==> src/rtl/instr_fetch_unit.sv <==
// Instruction fetch stage: PC, imem request/hit handshake, held instruction and next-PC select.
// Optional performance counters enabled with `define FETCH_PERF_EN.
module instr_fetch_unit #(
  parameter logic [31:0] PC_INIT = 32'h0000_0000
) (
  input  logic        CLK,
  input  logic        nRST,
  input  logic        ihit,
  input  logic [31:0] imemload,
  output logic        imemREN,
  output logic [31:0] imemaddr,
  output logic [31:0] instr,
  output logic        instr_valid,
  output logic [31:0] npc,
  input  logic        advance,
  input  logic        branch_taken,
  input  logic        jump,
  input  logic        jr,
  input  logic [31:0] jr_addr,
  input  logic        halt,
  output logic        halted,
  output logic [31:0] fetch_cnt,
  output logic [31:0] wait_cnt
);

  typedef enum logic [1:0] {IDLE, FETCH, HOLD, HALT} state_t;

  state_t      r_state, w_next;
  logic [31:0] r_pc, r_instr, w_npc, w_br_off, w_next_pc;
  logic        r_instr_valid;
  logic        w_accept, w_retire;

  assign w_npc    = r_pc + 32'd4;
  assign w_br_off = {{14{r_instr[15]}}, r_instr[15:0], 2'b00};

  always_comb begin
    w_next_pc = w_npc;
    if (jr)                w_next_pc = jr_addr & 32'hFFFF_FFFC;
    else if (jump)         w_next_pc = {w_npc[31:28], r_instr[25:0], 2'b00};
    else if (branch_taken) w_next_pc = w_npc + w_br_off;
  end

  always_ff @(posedge CLK or negedge nRST) begin
    if (!nRST) r_state <= IDLE;
    else       r_state <= w_next;
  end

  always_comb begin
    w_next   = r_state;
    imemREN  = 1'b0;
    halted   = 1'b0;
    w_accept = 1'b0;
    w_retire = 1'b0;
    case (r_state)
      IDLE:  w_next = FETCH;
      FETCH: begin
        imemREN  = 1'b1;
        w_accept = ihit;
        if (ihit) w_next = HOLD;
      end
      HOLD: begin
        w_retire = advance;
        if (advance) w_next = halt ? HALT : FETCH;
      end
      HALT:    halted = 1'b1;
      default: w_next = IDLE;
    endcase
  end

  always_ff @(posedge CLK or negedge nRST) begin
    if (!nRST) begin
      r_pc          <= PC_INIT;
      r_instr       <= '0;
      r_instr_valid <= 1'b0;
    end else begin
      if (w_accept) begin
        r_instr       <= imemload;
        r_instr_valid <= 1'b1;
      end
      if (w_retire) begin
        r_instr_valid <= 1'b0;
        if (!halt) r_pc <= w_next_pc;
      end
    end
  end

  assign imemaddr    = r_pc;
  assign npc         = w_npc;
  assign instr       = r_instr;
  assign instr_valid = r_instr_valid;

`ifdef FETCH_PERF_EN
  logic [31:0] r_fetch_cnt, r_wait_cnt;

  // Both counters stick at all-ones rather than wrapping.
  always_ff @(posedge CLK or negedge nRST) begin
    if (!nRST) begin
      r_fetch_cnt <= '0;
      r_wait_cnt  <= '0;
    end else if (r_state == FETCH) begin
      if (ihit && r_fetch_cnt != 32'hFFFF_FFFF)  r_fetch_cnt <= r_fetch_cnt + 32'd1;
      if (!ihit && r_wait_cnt != 32'hFFFF_FFFF)  r_wait_cnt  <= r_wait_cnt + 32'd1;
    end
  end

  assign fetch_cnt = r_fetch_cnt;
  assign wait_cnt  = r_wait_cnt;
`else
  assign fetch_cnt = '0;
  assign wait_cnt  = '0;
`endif

endmodule

==> config.mk <==
export PLATFORM = sky130hd
export DESIGN_NAME = instr_fetch_unit
export DESIGN_NICKNAME = d
export VERILOG_FILES = /design/src/rtl/instr_fetch_unit.sv
export SDC_FILE = /design/constraint.sdc
export NUM_CORES = 1
export LEC_CHECK = 0
export CAP_MARGIN = 0
export CORE_UTILIZATION = 45
export DETAILED_ROUTE_END_ITERATION = 10
export PLACE_DENSITY_LB_ADDON = 0.3
export SLEW_MARGIN = 20
export SYNTH_ARGS = -nofsm -noshare
export SYNTH_HDL_FRONTEND = slang
export SYNTH_SLANG_ARGS = --single-unit
==> constraint.sdc <==
create_clock -name CLK -period 3.8 [get_ports CLK]
set_input_delay 0.95 -clock CLK [delete_from_list [all_inputs] [get_ports CLK]]
set_output_delay 0.95 -clock CLK [all_outputs]
set_load 0.1 [all_outputs]
# After elaboration in Yosys (flattened, before gate mapping)
# Cells that the tools add are included.
# Widths: inputs -> output; s select.
totals:
  out_inout_bits: 163
  word_cells: 30
  ff_bits: 67
  in_bits: 72
classes:
  n_mux: 13
  n_reduce_logical: 5
  bitwise_logic: 1
  n_eq_ne: 5
  add_sub_neg: 2
ops:
  columns: ["operator", "count"]
  rows:
  - ["$mux 32", 3]
  - ["$add 32x3->32 const B", 1]
  - ["$add 32x32->32", 1]
  - ["$mux 1", 6]
  - ["$mux 2", 3]
  - ["$pmux 2 s3", 1]
  - ["$eq 2x2->1 const B", 2]
  - ["$ne 2x2->1 const B", 2]
  - ["$reduce_and 3->1", 1]
  - ["$reduce_bool 3->1", 1]
  - ["$eq 2x1->1 const B", 1]
  - ["$logic_not 2->1", 1]
  - ["$reduce_and 2->1", 1]
  - ["$reduce_bool 2->1", 1]
  - ["$not 1->1", 1]

# Longest topological paths before layout
logic_depth:
  depth_word: 5
  depth_mapped: 17
  mapped_depth_nobuf: 17

# Least setup slack after synthesis
# No wires, ideal clock.
synth_timing:
  path_type: "register to register"
  from: "register r_pc[16], in the netlist imemaddr[16]"
  to: "register r_pc[31], in the netlist imemaddr[31]"
  n_path_buf: 0
  arrival_ns: 5.917
  synth_period_minus_slack_ns: 5.994
  required_ns: 3.724
  setup_ns: 0.076
  stages_incl_launch_ff: 18
  path_slack_ns: -2.194
  path_cell_list: "dfrtp_1 > nand3_1 > or3_1 > nor3_2 > nand4_1 > inv_1 > nand2_1 > xnor2_1 > ha_1 > nand4_1 > nor3_1 > a221oi_1 > o211ai_1 > o2111ai_1 > nand4_1 > nor3b_1 > or3_1 > nand3_1"
synth_between:
  elab_chain_cells: 5
synth_rtl:
  columns: ["element", "line", "source"]
  rows:
  - ["start: declaration", "29", "logic [31:0] r_pc, r_instr, w_npc, w_br_off, w_next_pc;"]
  - ["start signal: assignment", "82", "if (!halt) r_pc <= w_next_pc;"]
  - ["$add 32x3->32", "33", "assign w_npc = r_pc + 32'd4;"]
  - ["via npc[25]", "14", "output logic [31:0] npc,"]
  - ["$add 32x32->32", "40", "else if (branch_taken) w_next_pc = w_npc + w_br_off;"]
  - ["$mux 32", "40", null]
  - ["$mux 32", "39", "else if (jump) w_next_pc = {w_npc[31:28], r_instr[25:0], 2'b00};"]
  - ["$mux 32", "38", "if (jr) w_next_pc = jr_addr & 32'hFFFF_FFFC;"]
# The timed path passes the listed nets, and every way through them passes these cells.
# A chain may end at the register's enable or synchronous reset.

# Worst setup path in the final report
layout_timing:
  from: "register r_pc[2], in the netlist imemaddr[2]"
  to: "register r_pc[28], in the netlist imemaddr[28]"
layout_between:
  elab_chain_cells: 5
layout_rtl:
  columns: ["element", "line"]
  rows:
  - ["$add 32x3->32 (*)", "33"]
  - ["$add 32x32->32", "40"]
  - ["$mux 32", "40"]
  - ["$mux 32 (*)", "39"]
  - ["$mux 32 (*)", "38"]
# Mark *: on every way between the ends. The rest lies on a longest branch, timed or not.

==> metrics.csv <==
stage,metric,value,unit
status,status,"finished, violations left",
status,violations in the final reports,setup timing,
timing,minimum setup slack in the final design,-0.0163,ns
setup_path,data arrival time of the worst path,4.03,ns
routing,Iteration-0 DRC Markers,578,
setup_path,category of the critical setup timing path,reg2reg,
timing,fraction of the cycle the final worst path needs,1.00,
logic_synthesis,Yosys reg bits,65,
clock_network,hold buffer count at CTS,0,
clock_network,clock tree from TritonCTS,done,
timing,count of final hold-check violations,0,
logic_synthesis,number of warnings printed during yosys synthesis,0,
logic_synthesis,top flip-flop cell by instance count after synthesis,sky130_fd_sc_hd__dfrtp_1,
die,Die Wd,117,um
grt,combined global-route utilization of all metal layers,0.302,
timing,maximum achievable frequency,262,MHz
grt,grt total ovfl,0,
routing,first-pass iteration count of the detailed router,6,
logic_synthesis,Cell variety after synth,63,
clock_network,clock tree root driver cell,sky130_fd_sc_hd__clkbuf_16,
logic_synthesis,share of flip-flops with an asynchronous set or reset after synthesis,1.00,
logic_synthesis,cell types occupying the most area after synthesis,"sky130_fd_sc_hd__dfrtp_1, sky130_fd_sc_hd__ha_1, sky130_fd_sc_hd__buf_4",
finish,number of diodes added for antenna fixing,0,
timing,slew at the pin with the worst max-slew slack,0.986,ns
logic_synthesis,sequential element share of the synthesized area,0.273,
finish,share of final-layout standard cells stronger than drive strength 1,0.296,
die,floorplan die height,117,um
grt,GR Layer Usage met1,0.413,
die,area enclosed by the die boundary,13700,um^2
routing,drt total wl,20200,um
timing,shortest clock period the worst path allows after layout,3.82,ns
placed_design,Port Buffers,164,
routing,Post-DRT Antenna Nets,0,
finish,Post-Layout Inst Area,8850,um^2
job,MaxCap Viol Count,0,
grt,layer carrying the most global-route usage,met2,
clock_network,TritonCTS buffer count,9,
finish,# nets final,1041,
setup_path,critical path's largest stage delay,0.47,ns
hold_path,class of the most critical hold timing path,reg2reg,
routing,Routed wire per std cell,18.3,um
grt,maximum number of pins on one net before global-route repair,38,
setup_path,CP endpoint kind,flop,
placed_design,detailed placer's ending HPWL,15400,um
logic_synthesis,synthesized area per cell,8.41,um^2
timing,count of endpoints failing setup in the final report,1,
grt,met3 Usage GRT,0.0705,
placed_design,placed cell areas,8270,um^2
finish,number of filler instances in the final layout,1010,
grt,number of global-route vias before repair,5962,
die,num ports,235,
routing,via count,6245,
clock_network,clock network latency to the later pin of the worst-skew pair,0.35,ns
logic_synthesis,post-synthesis instance area,5960,um^2
logic_synthesis,gate count after technology mapping,709,
die,area of the core region,12800,um^2
clock_network,clock slew at reported path FFs,0.06,ns
clock_network,Sinks on Clock Net,65,
logic_synthesis,cell type with the highest aggregate area in the netlist,sky130_fd_sc_hd__dfrtp_1,
setup_path,Required @ worst endpoint,4.02,ns
setup_path,critical-path maximum fanout,6,
finish,signed area change from the synthesized netlist to the final layout,48.4,%
die,Initial Util,0.467,
timing,accumulated negative setup slack,-0.0163,ns
grt,antenna violations before repair,0,
setup_path,nature of the critical path startpoint,flop,
timing,unrepaired setup endpoints after global routing,yes,
setup_path,crit path cell chain,"ha_4, and3_4, buf_4, nand4_1, xnor2_2, ha_1, a21o_1, a21o_1, nor4_2, nor2_2, a2111oi_4, nor2_2, a221oi_2, xor2_1, o22ai_1",
logic_synthesis,"EDFF count, synth",0,
timing,final setup skew,0.00597,ns
routing,post-detailed-route DRC marker count,0,
timing,normalized max-slew margin,0.341,
setup_path,slowest cell on the critical path,sky130_fd_sc_hd__dfrtp_4,
die,standard-cell row count,41,
placed_design,Final GP Congestion,0.944,
logic_synthesis,Yosys top cell area share,0.273,
clock_network,# H-tree levels,3,
grt,global-route met2 utilization,0.476,
timing,number of pins with negative max-slew slack in the final report,0,
grt,wire length of the first global-routing pass,31100,um
clock_network,maximum root-to-sink buffer count,2,
routing,Via-to-Cell Ratio,5.66,
per-stage QoR:
| step | cells | setup slack (ns) | utilization | hold WS (ns) |
|---|---|---|---|---|
| CTS | 1095 | 0.00312 | 0.673 | 0.506 |
| detailed placement | 1079 | 0.00366 | 0.648 | 0.493 |
| global route | 1104 | -0.202 | 0.693 | 0.522 |
| global placement | 1079 | 0.0500 | 0.648 | 0.491 |
| floorplan | 776 | -0.721 | - | 0.600 |
| finish | 1104 | -0.0163 | 0.693 | 0.508 |
final cells by class:
| cell class | instances | area [um^2] | share of cell area |
|---|---|---|---|
| tap | 172 | 215 | 0.0243 |
| timing repair buffer | 236 | 2150 | 0.243 |
| clock buffer | 9 | 225 | 0.0255 |
| inverter | 21 | 78.8 | 0.00891 |
| multi-input combinational | 594 | 4410 | 0.499 |
| sequential | 65 | 1690 | 0.191 |
| clock inverter | 7 | 77.6 | 0.00877 |
metal layers:
| layer | routed length [um] | up-vias |
|---|---|---|
| met2 | 9380 | 356 |
| li1 | - | 2871 |
| met4 | 332 | 0 |
| met3 | 1880 | 30 |
| met5 | 0 | - |
| met1 | 8650 | 2988 |
worst paths after layout:
path / start / to / slack, ns / depth (start not counted)
worst max register to register: imemaddr[2] / imemaddr[28] / -0.02 / 15
worst min register to register: instr[28] / instr[28] / 0.51 / 1
max in group asynchronous: nRST / imemaddr[10] / 2.42 / 2
min in group asynchronous: nRST / instr[31] / 0.55 / 1
worst max-delay path: imemaddr[2] / imemaddr[28] / -0.02 / 15
worst min-delay path: instr[28] / instr[28] / 0.51 / 1
synthesized netlist by cell type (4+ instances only):
cell type                   n
sky130_fd_sc_hd__buf_4     68
sky130_fd_sc_hd__dfrtp_1   65
sky130_fd_sc_hd__a21oi_1   56
sky130_fd_sc_hd__nor2_1    54
sky130_fd_sc_hd__nand2_1   53
sky130_fd_sc_hd__ha_1      41
sky130_fd_sc_hd__o21ai_0   39
sky130_fd_sc_hd__mux2_2    32
sky130_fd_sc_hd__xnor2_1   31
sky130_fd_sc_hd__nand3_1   24
sky130_fd_sc_hd__clkbuf_1  23
sky130_fd_sc_hd__inv_1     20
sky130_fd_sc_hd__nand4_1   15
sky130_fd_sc_hd__xor2_1    15
sky130_fd_sc_hd__and3_1    13
sky130_fd_sc_hd__nor3_1    13
sky130_fd_sc_hd__a21o_1    11
sky130_fd_sc_hd__a31oi_1    9
sky130_fd_sc_hd__mux2i_1    9
sky130_fd_sc_hd__o211ai_1   9
sky130_fd_sc_hd__a211oi_1   8
sky130_fd_sc_hd__a221oi_1   8
sky130_fd_sc_hd__o21a_1     7
sky130_fd_sc_hd__o21bai_1   7
sky130_fd_sc_hd__or3_1      6
sky130_fd_sc_hd__and2_1     5
sky130_fd_sc_hd__o21ai_1    5
sky130_fd_sc_hd__nand2b_1   4
sky130_fd_sc_hd__o22ai_1    4
sky130_fd_sc_hd__o31ai_1    4
kinds of logic (layout without fill, tap and decap cells):
| family | Yosys count | after routing | share of synthesized area |
|---|---|---|---|
| other cells | 1 | 68 | 0.000629 |
| compound gates | 189 | 189 | 0.204 |
| flops | 65 | 65 | 0.273 |
| buf+inv | 117 | 273 | 0.118 |
| simple gates | 207 | 207 | 0.171 |
| xor+xnor | 46 | 46 | 0.0676 |
| mux | 42 | 42 | 0.0774 |
| fa+ha+maj | 42 | 42 | 0.0894 |
cell usage in the layout (no fill, tap or decap), drive strengths merged, types with 11 or more instances in the layout:
cell type,instances
nor3,14
o21ai,44
conb,68
inv,22
mux2,33
nand4,15
buf,134
xnor2,31
nand3,24
dfrtp,65
xor2,15
a21o,11
nand2,53
clkdlybuf4s50,102
a21oi,57
ha,41
and3,13
nor2,55
flip-flops by register name (all words and copies together), names as in the netlist:
register,flops
instr_valid,1
imemaddr,30
instr,32
r_state,2
critical path: cells and delay by family (launching register included):
kind	cells	cell delay, ns
DFF	1	0.47
buffers and inverters	1	0.13
xor gates and xnor gates	2	0.41
AOI/OAI and AO/OA	5	1.31
and+or+nand+nor	5	0.83
adders and majority gates	2	0.53
repair_timing:
action                                  CTS  global route
pin swaps                                 3            18
setup buffers                             0            10
endpoints found under the setup margin    3            13
endpoints found under the hold margin     0             0
resized for setup                         5            36
Power is not shown: default switching activity piles up to over one toggle a cycle in this logic, so the estimate is an artifact.
